===== config.mk =====
export PLATFORM = sky130hd
export DESIGN_NAME = row_scan_sequencer
export DESIGN_NICKNAME = d
export VERILOG_FILES = /design/src/rtl/row_scan_sequencer.sv
export SDC_FILE = /design/constraint.sdc
export NUM_CORES = 1
export LEC_CHECK = 0
export CAP_MARGIN = 20
export CORE_MARGIN = 3
export CORE_UTILIZATION = 50
export DETAILED_ROUTE_END_ITERATION = 8
export MAX_ROUTING_LAYER = met4
export PLACE_DENSITY = 0.75
export RECOVER_POWER = 100
export SLEW_MARGIN = 10
export SYNTH_ARGS = -nofsm -noshare
export SYNTH_HDL_FRONTEND = slang
export SYNTH_SLANG_ARGS = --single-unit
export TNS_END_PERCENT = 5

===== constraint.sdc =====
create_clock -name clk -period 1.7 [get_ports clk]
set_input_delay 0.34 -clock clk [delete_from_list [all_inputs] [get_ports clk]]
set_output_delay 0.34 -clock clk [all_outputs]
set_load 0.01 [all_outputs]

===== src/rtl/row_scan_sequencer.sv =====
// Row-scan address sequencer: steps W..Z through 0..limit (or limit..0), holding each address DIV cycles.
// All outputs registered; stop aborts immediately, start is only honoured in IDLE.
module row_scan_sequencer #(
  parameter int DIV = 4
) (
  input  logic       clk,
  input  logic       rst_n,
  input  logic       start,
  input  logic       stop,
  input  logic       mode_cont,
  input  logic       dir_down,
  input  logic [3:0] limit,
  output logic       W,
  output logic       X,
  output logic       Y,
  output logic       Z,
  output logic       valid,
  output logic       busy,
  output logic       done,
  output logic       wrap
);

  typedef enum logic [1:0] {ST_IDLE, ST_SCAN, ST_DONE} state_t;

  localparam logic [15:0] PRE_LAST = 16'(DIV - 1);

  state_t      state, state_nxt;
  logic [3:0]  addr, addr_nxt;
  logic [15:0] pre, pre_nxt;
  logic [3:0]  lim, lim_nxt;
  logic        cont, cont_nxt;
  logic        down, down_nxt;
  logic        valid_nxt, busy_nxt, done_nxt, wrap_nxt;
  logic        tick, at_end, accept;

  assign tick   = (pre == PRE_LAST);
  assign at_end = down ? (addr == 4'd0) : (addr == lim);
  assign accept = start && !stop;

  assign {W, X, Y, Z} = addr;

  always_ff @(posedge clk or negedge rst_n) begin
    if (!rst_n) begin
      state <= ST_IDLE;
      addr  <= 4'd0;
      pre   <= 16'd0;
      lim   <= 4'd0;
      cont  <= 1'b0;
      down  <= 1'b0;
      valid <= 1'b0;
      busy  <= 1'b0;
      done  <= 1'b0;
      wrap  <= 1'b0;
    end else begin
      state <= state_nxt;
      addr  <= addr_nxt;
      pre   <= pre_nxt;
      lim   <= lim_nxt;
      cont  <= cont_nxt;
      down  <= down_nxt;
      valid <= valid_nxt;
      busy  <= busy_nxt;
      done  <= done_nxt;
      wrap  <= wrap_nxt;
    end
  end

  always_comb begin
    state_nxt = state;
    case (state)
      ST_IDLE: if (accept) state_nxt = ST_SCAN;
      ST_SCAN: begin
        if (stop)                        state_nxt = ST_IDLE;
        else if (tick && at_end && !cont) state_nxt = ST_DONE;
      end
      default: state_nxt = ST_IDLE;
    endcase
  end

  // Computes the next registered output values so every output comes straight from a flop.
  always_comb begin
    addr_nxt  = addr;
    pre_nxt   = pre;
    lim_nxt   = lim;
    cont_nxt  = cont;
    down_nxt  = down;
    valid_nxt = 1'b0;
    busy_nxt  = 1'b0;
    done_nxt  = 1'b0;
    wrap_nxt  = 1'b0;
    case (state)
      ST_IDLE: begin
        addr_nxt = 4'd0;
        pre_nxt  = 16'd0;
        if (accept) begin
          lim_nxt   = limit;
          cont_nxt  = mode_cont;
          down_nxt  = dir_down;
          addr_nxt  = dir_down ? limit : 4'd0;
          valid_nxt = 1'b1;
          busy_nxt  = 1'b1;
        end
      end
      ST_SCAN: begin
        if (stop) begin
          addr_nxt = 4'd0;
          pre_nxt  = 16'd0;
        end else if (!tick) begin
          pre_nxt   = pre + 16'd1;
          valid_nxt = 1'b1;
          busy_nxt  = 1'b1;
        end else begin
          pre_nxt = 16'd0;
          if (!at_end) begin
            addr_nxt  = down ? addr - 4'd1 : addr + 4'd1;
            valid_nxt = 1'b1;
            busy_nxt  = 1'b1;
          end else if (cont) begin
            addr_nxt  = down ? lim : 4'd0;
            wrap_nxt  = 1'b1;
            valid_nxt = 1'b1;
            busy_nxt  = 1'b1;
          end else begin
            done_nxt = 1'b1;
          end
        end
      end
      default: begin
        addr_nxt = 4'd0;
        pre_nxt  = 16'd0;
      end
    endcase
  end

endmodule


* After elaboration in Yosys (flattened, before gate mapping)
Index checks and enable logic that the tools add are counted.
Storage, ports and cells: register bits 31, latch bits 0, memory bits (writable) 0, bits in read-only memories 0, bits of input ports 10, output and inout bits 8, word-level logic and storage cells 61, memories kept 0
Operators by class: add/sub/neg operators 3, multipliers 0, div/mod/pow operators 0, order comparisons 0, eq/ne operators 7, shift-type cells 0, mux-type cells 32, bitwise operators 0, reductions and logical operators 10
Operator list (count):
- $mux 16 | 3
- $mux 4 | 8
- $add 16x1->16 const B | 1
- $eq 16x2->1 const B | 1
- $mux 1 | 15
- $pmux 4 s2 | 1
- $mux 2 | 3
- $ne 3x3->1 const B | 2
- $reduce_and 2->1 | 3
- $add 4x1->4 const B | 1
- $eq 4x4->1 | 1
- $logic_not 4->1 | 1
- $ne 4x4->1 const B | 1
- $pmux 2 s2 | 1
- $sub 4x1->4 const B | 1
- $logic_and 1x1->1 | 3
- $eq 2x1->1 const B | 1
- $logic_not 1->1 | 2
- $logic_not 2->1 | 1
- $ne 2x2->1 const B | 1
- $pmux 1 s2 | 1

* Longest topological paths before layout
word-level depth 7, depth in mapped cells 7, mapped depth without buffers 6

* Worst setup path before layout
OpenSTA, ideal clock, no wires.
path kind reg-to-reg, start point register addr[1], end point register addr[1], library setup time 133 ps, arrival 1583 ps, data required time 1567 ps, setup slack -16 ps, stages on the path, launching flop included 6, buffers on the path 0, clock period less this slack 1716 ps, path through dfrtp_1 or4b_4 nand2b_4 and2_4 o211ai_2 o211ai_1
On the way: word-level cells in the longest chain between the ends 6, elaborated cells on any way between the ends 12, classes of those cells 2 x add/sub; 2 x eq/ne; 6 x mux; 2 x reduce/logical
Ends and longest elaborated chain:
- start: declaration | line 28 | logic [3:0] addr, addr_nxt;
- start signal: assignment | line 56 | addr <= addr_nxt;
- $add 4x1->4 (tied with other cells) | line 115 | addr_nxt = down ? addr - 4'd1 : addr + 4'd1;
- $mux 4 / $mux 1 (equally long branches) | line 115, 37
- $mux 4 | line 114 | if (!at_end) begin
- $mux 4 | line 108 | end else if (!tick) begin
- $mux 4 | line 105 | if (stop) begin
- $pmux 4 s2 | line 91 | case (state)
Parallel ways exist; a longest one is shown, timed or not. The select of a mux whose other input is x is not followed. A chain may end at the register's enable or synchronous reset.

* Worst setup path in the final report
Same ends and word-level chain as after synthesis.

==> flow_summary.ini <==
[run_status]
status = complete, but fails checks
violations = negative setup slack

[clock_network]
htreeDepth = 2
clockBufferDepth = 2
ctsHoldBuffers = 0
cts.sink_count = 31
clkLatencyLatePin_ns = 0.34
cts_made_buffers = 5
root_buffer = clkbuf_4
cts_tree = yes
clkTransAtPathRegs_ns = 0.09

[critical_path]
worst_ep_arrival_time_ns = 1.94
crit_chain = or4b_4 > nand2b_4 > and2_4 > o211ai_2 > o211ai_1
end_kind = flip-flop
crit_path_start_kind = flip-flop
cp.required_ns = 1.91
critPathKind = reg -> reg
slowest_delay_ns = 0.59
slowest_stage = or4b_4
path_max_fanout = 4

[floorplan]
rows = 20
die_area_um2 = 4020
fp.dieH_um = 63.41
initial_utilization = 0.5310
die_x_um = 63.41
core_um2 = 3103
ioPinCount = 18

[timing]
final.min_clock_period_ns = 1.725
max_freq_mhz = 579.6
worst_pin_slew_ns = 0.7753
finalHoldViolations = 0
final-setup-viol-count = 2
fin_ws_ns = -0.02533
rsz0062_at_grt = true
fin_hold_ws_ns = 0.5743
slew_headroom = 0.4832
drv_slew = 0
finalCritPeriodShare = 1.015
skew_ns = 0.01278

[run]
maxCapViolCount = 0

[power]
cellPowerDensity_nw_per_um2 = 956.6
peakVddDrop_mv = 0.5739
leakage_uw = 0.0009630

[drt]
drt_iter0_drc = 83
vias = 1395
routed_wl_um = 3982
viasPerCell = 5.648
wl_per_cell_um = 16.12
firstDrtPassIters = 4
drc_errors = 0
ant_nets = 0

[cells_and_area]
drive_gt1_frac = 0.3202
final_nets = 216
nFillCells = 243
syn2layout_area_growth_pct = 33.18
antenna_cells = 0

[yosys]
ys_seq_area_frac = 0.4708
synth.most_common_cell = dfrtp_1
synthTopCellsByArea = dfrtp_1 47%, xor2_1 6.9%, mux2_2 4.1%, nor2_1 3.4%, nand3_1 3.3%
avgSynthCellArea_um2 = 10.43
synth_nets = 172
netlist_area_um2 = 1648
yosys.area.top_type = dfrtp_1
synthArstFlopShare = 1.000
synth_cell_types = 40
synth_common_cells = 31 x dfrtp_1, 15 x nor2_1, 13 x xor2_1
ys_dominant_reg_cell = dfrtp_1
ys_seq_elements = 31
yosysWarnings = 0
synth_top_area_frac = 0.4708
synth_cells = 158
synth-edff-count = 0

[global_routing]
grt_pass1_vias = 1423
grt_antenna_before_repair = 0
grt_use_total = 0.2223
grt.overflow.total = 0
grt_pass1_wl_um = 6720
grt_max_degree = 32

[placement]
dp_hpwl_um = 2816
portBuffers = 17
dp_slack_ns = -0.3497
gp_congestion = 0.9206

[min_path]
min_path_type = reg -> reg
## where the power goes
group	total (µW)	switching, µW	internal, µW
Clock	612	264	347
Sequential	874	78.8	795
Combinational	614	293	321
## metal layers
| metal | global-route usage | vias up | part of all wire |
|---|---|---|---|
| met4 | 0.09164 | 0 | 0.014 |
| met1 | 0.2757 | 689 | 0.43 |
| li1 | - | 655 | - |
| met5 | - | - | 0 |
| met2 | 0.3403 | 45 | 0.51 |
| met3 | 0.06417 | 6 | 0.043 |
## through the flow
stage	TNS [ns]	cell area [µm²]	instances	power (µW)	util
finish	-0.03417	2195	247	2099	0.7073
floorplan	0	1649	158	1179	-
global placement	-2.616	2023	237	1395	0.6520
CTS	-0.06578	2122	246	2038	0.6839
detailed placement	-4.543	2023	237	1423	0.6520
global route	-0.3042	2195	247	2228	0.7073
## cell families (layout without fill, tap and decap cells)
logic type / count (synthesis) / count (layout) / synth area share
xor gates and xnor gates: 18 / 18 / 0.09567
and+or+nand+nor: 65 / 65 / 0.2316
DFF: 31 / 31 / 0.4708
muxes: 6 / 6 / 0.04100
AOI/OAI and AO/OA: 26 / 26 / 0.1010
adders and majority gates: 4 / 4 / 0.03493
buffers and inverters: 8 / 53 / 0.02505
## registers in the layout, summed over array words and instances, names as in the netlist
register	flops
state	2
done	1
cont	1
busy	1
pre	16
down	1
lim	4
addr	4
wrap	1
## cell type report
| type | count | area [µm²] | share of cell area |
|---|---|---|---|
| multi-input combinational | 119 | 908.4 | 0.4139 |
| sequential | 31 | 779.5 | 0.3552 |
| timing repair buffer | 42 | 354.1 | 0.1613 |
| tap | 44 | 55.05 | 0.02509 |
| clock buffer | 6 | 51.30 | 0.02338 |
| clock inverter | 2 | 35.03 | 0.01596 |
| inverter | 3 | 11.26 | 0.005131 |
## final timing paths
path                         start       to  slack (ns)  cells after the start
max                        addr[1]  addr[1]       -0.03                      5
min                         pre[0]   pre[0]        0.57                      2
max reg2reg                addr[1]  addr[1]       -0.03                      5
min reg2reg                 pre[0]   pre[0]        0.57                      2
max in group asynchronous    rst_n  addr[1]        0.56                      2
min in group asynchronous    rst_n  addr[3]        0.60                      2
## cell usage in the layout, fill, tap and decap left out, drive strengths merged, types with 2 or more instances in the layout
cell	instances
a21oi	9
a31oi	2
and2	4
and3	6
and4	2
buf	24
clkbuf	7
clkdlybuf4s50	12
dfrtp	31
dlygate4sd2	4
ha	3
inv	3
mux2	6
nand2	6
nand3	11
nand4	5
nor2	17
nor3	3
nor4	2
nor4b	2
o211ai	4
o21ai	4
o21bai	2
or3	3
xnor2	5
xor2	13
## worst max-delay path, delay by kind of cell, from the launching register on
family	cells	cell delay (ns)
AO/OA/AOI/OAI	2	0.25
flip-flops	1	0.45
AND/OR/NAND/NOR	3	0.92
## timing repair
| action | 4_1_cts | 5_1_grt |
|---|---|---|
| pin swaps | 2 | 12 |
| cloned | 0 | 0 |
| gates resized for setup | 7 | 15 |
| setup buffers | 1 | 1 |
| endpoints found under the hold margin | 0 | 0 |
| setup endpoints to repair | 8 | 24 |
Power figures use the tool's default switching activity.
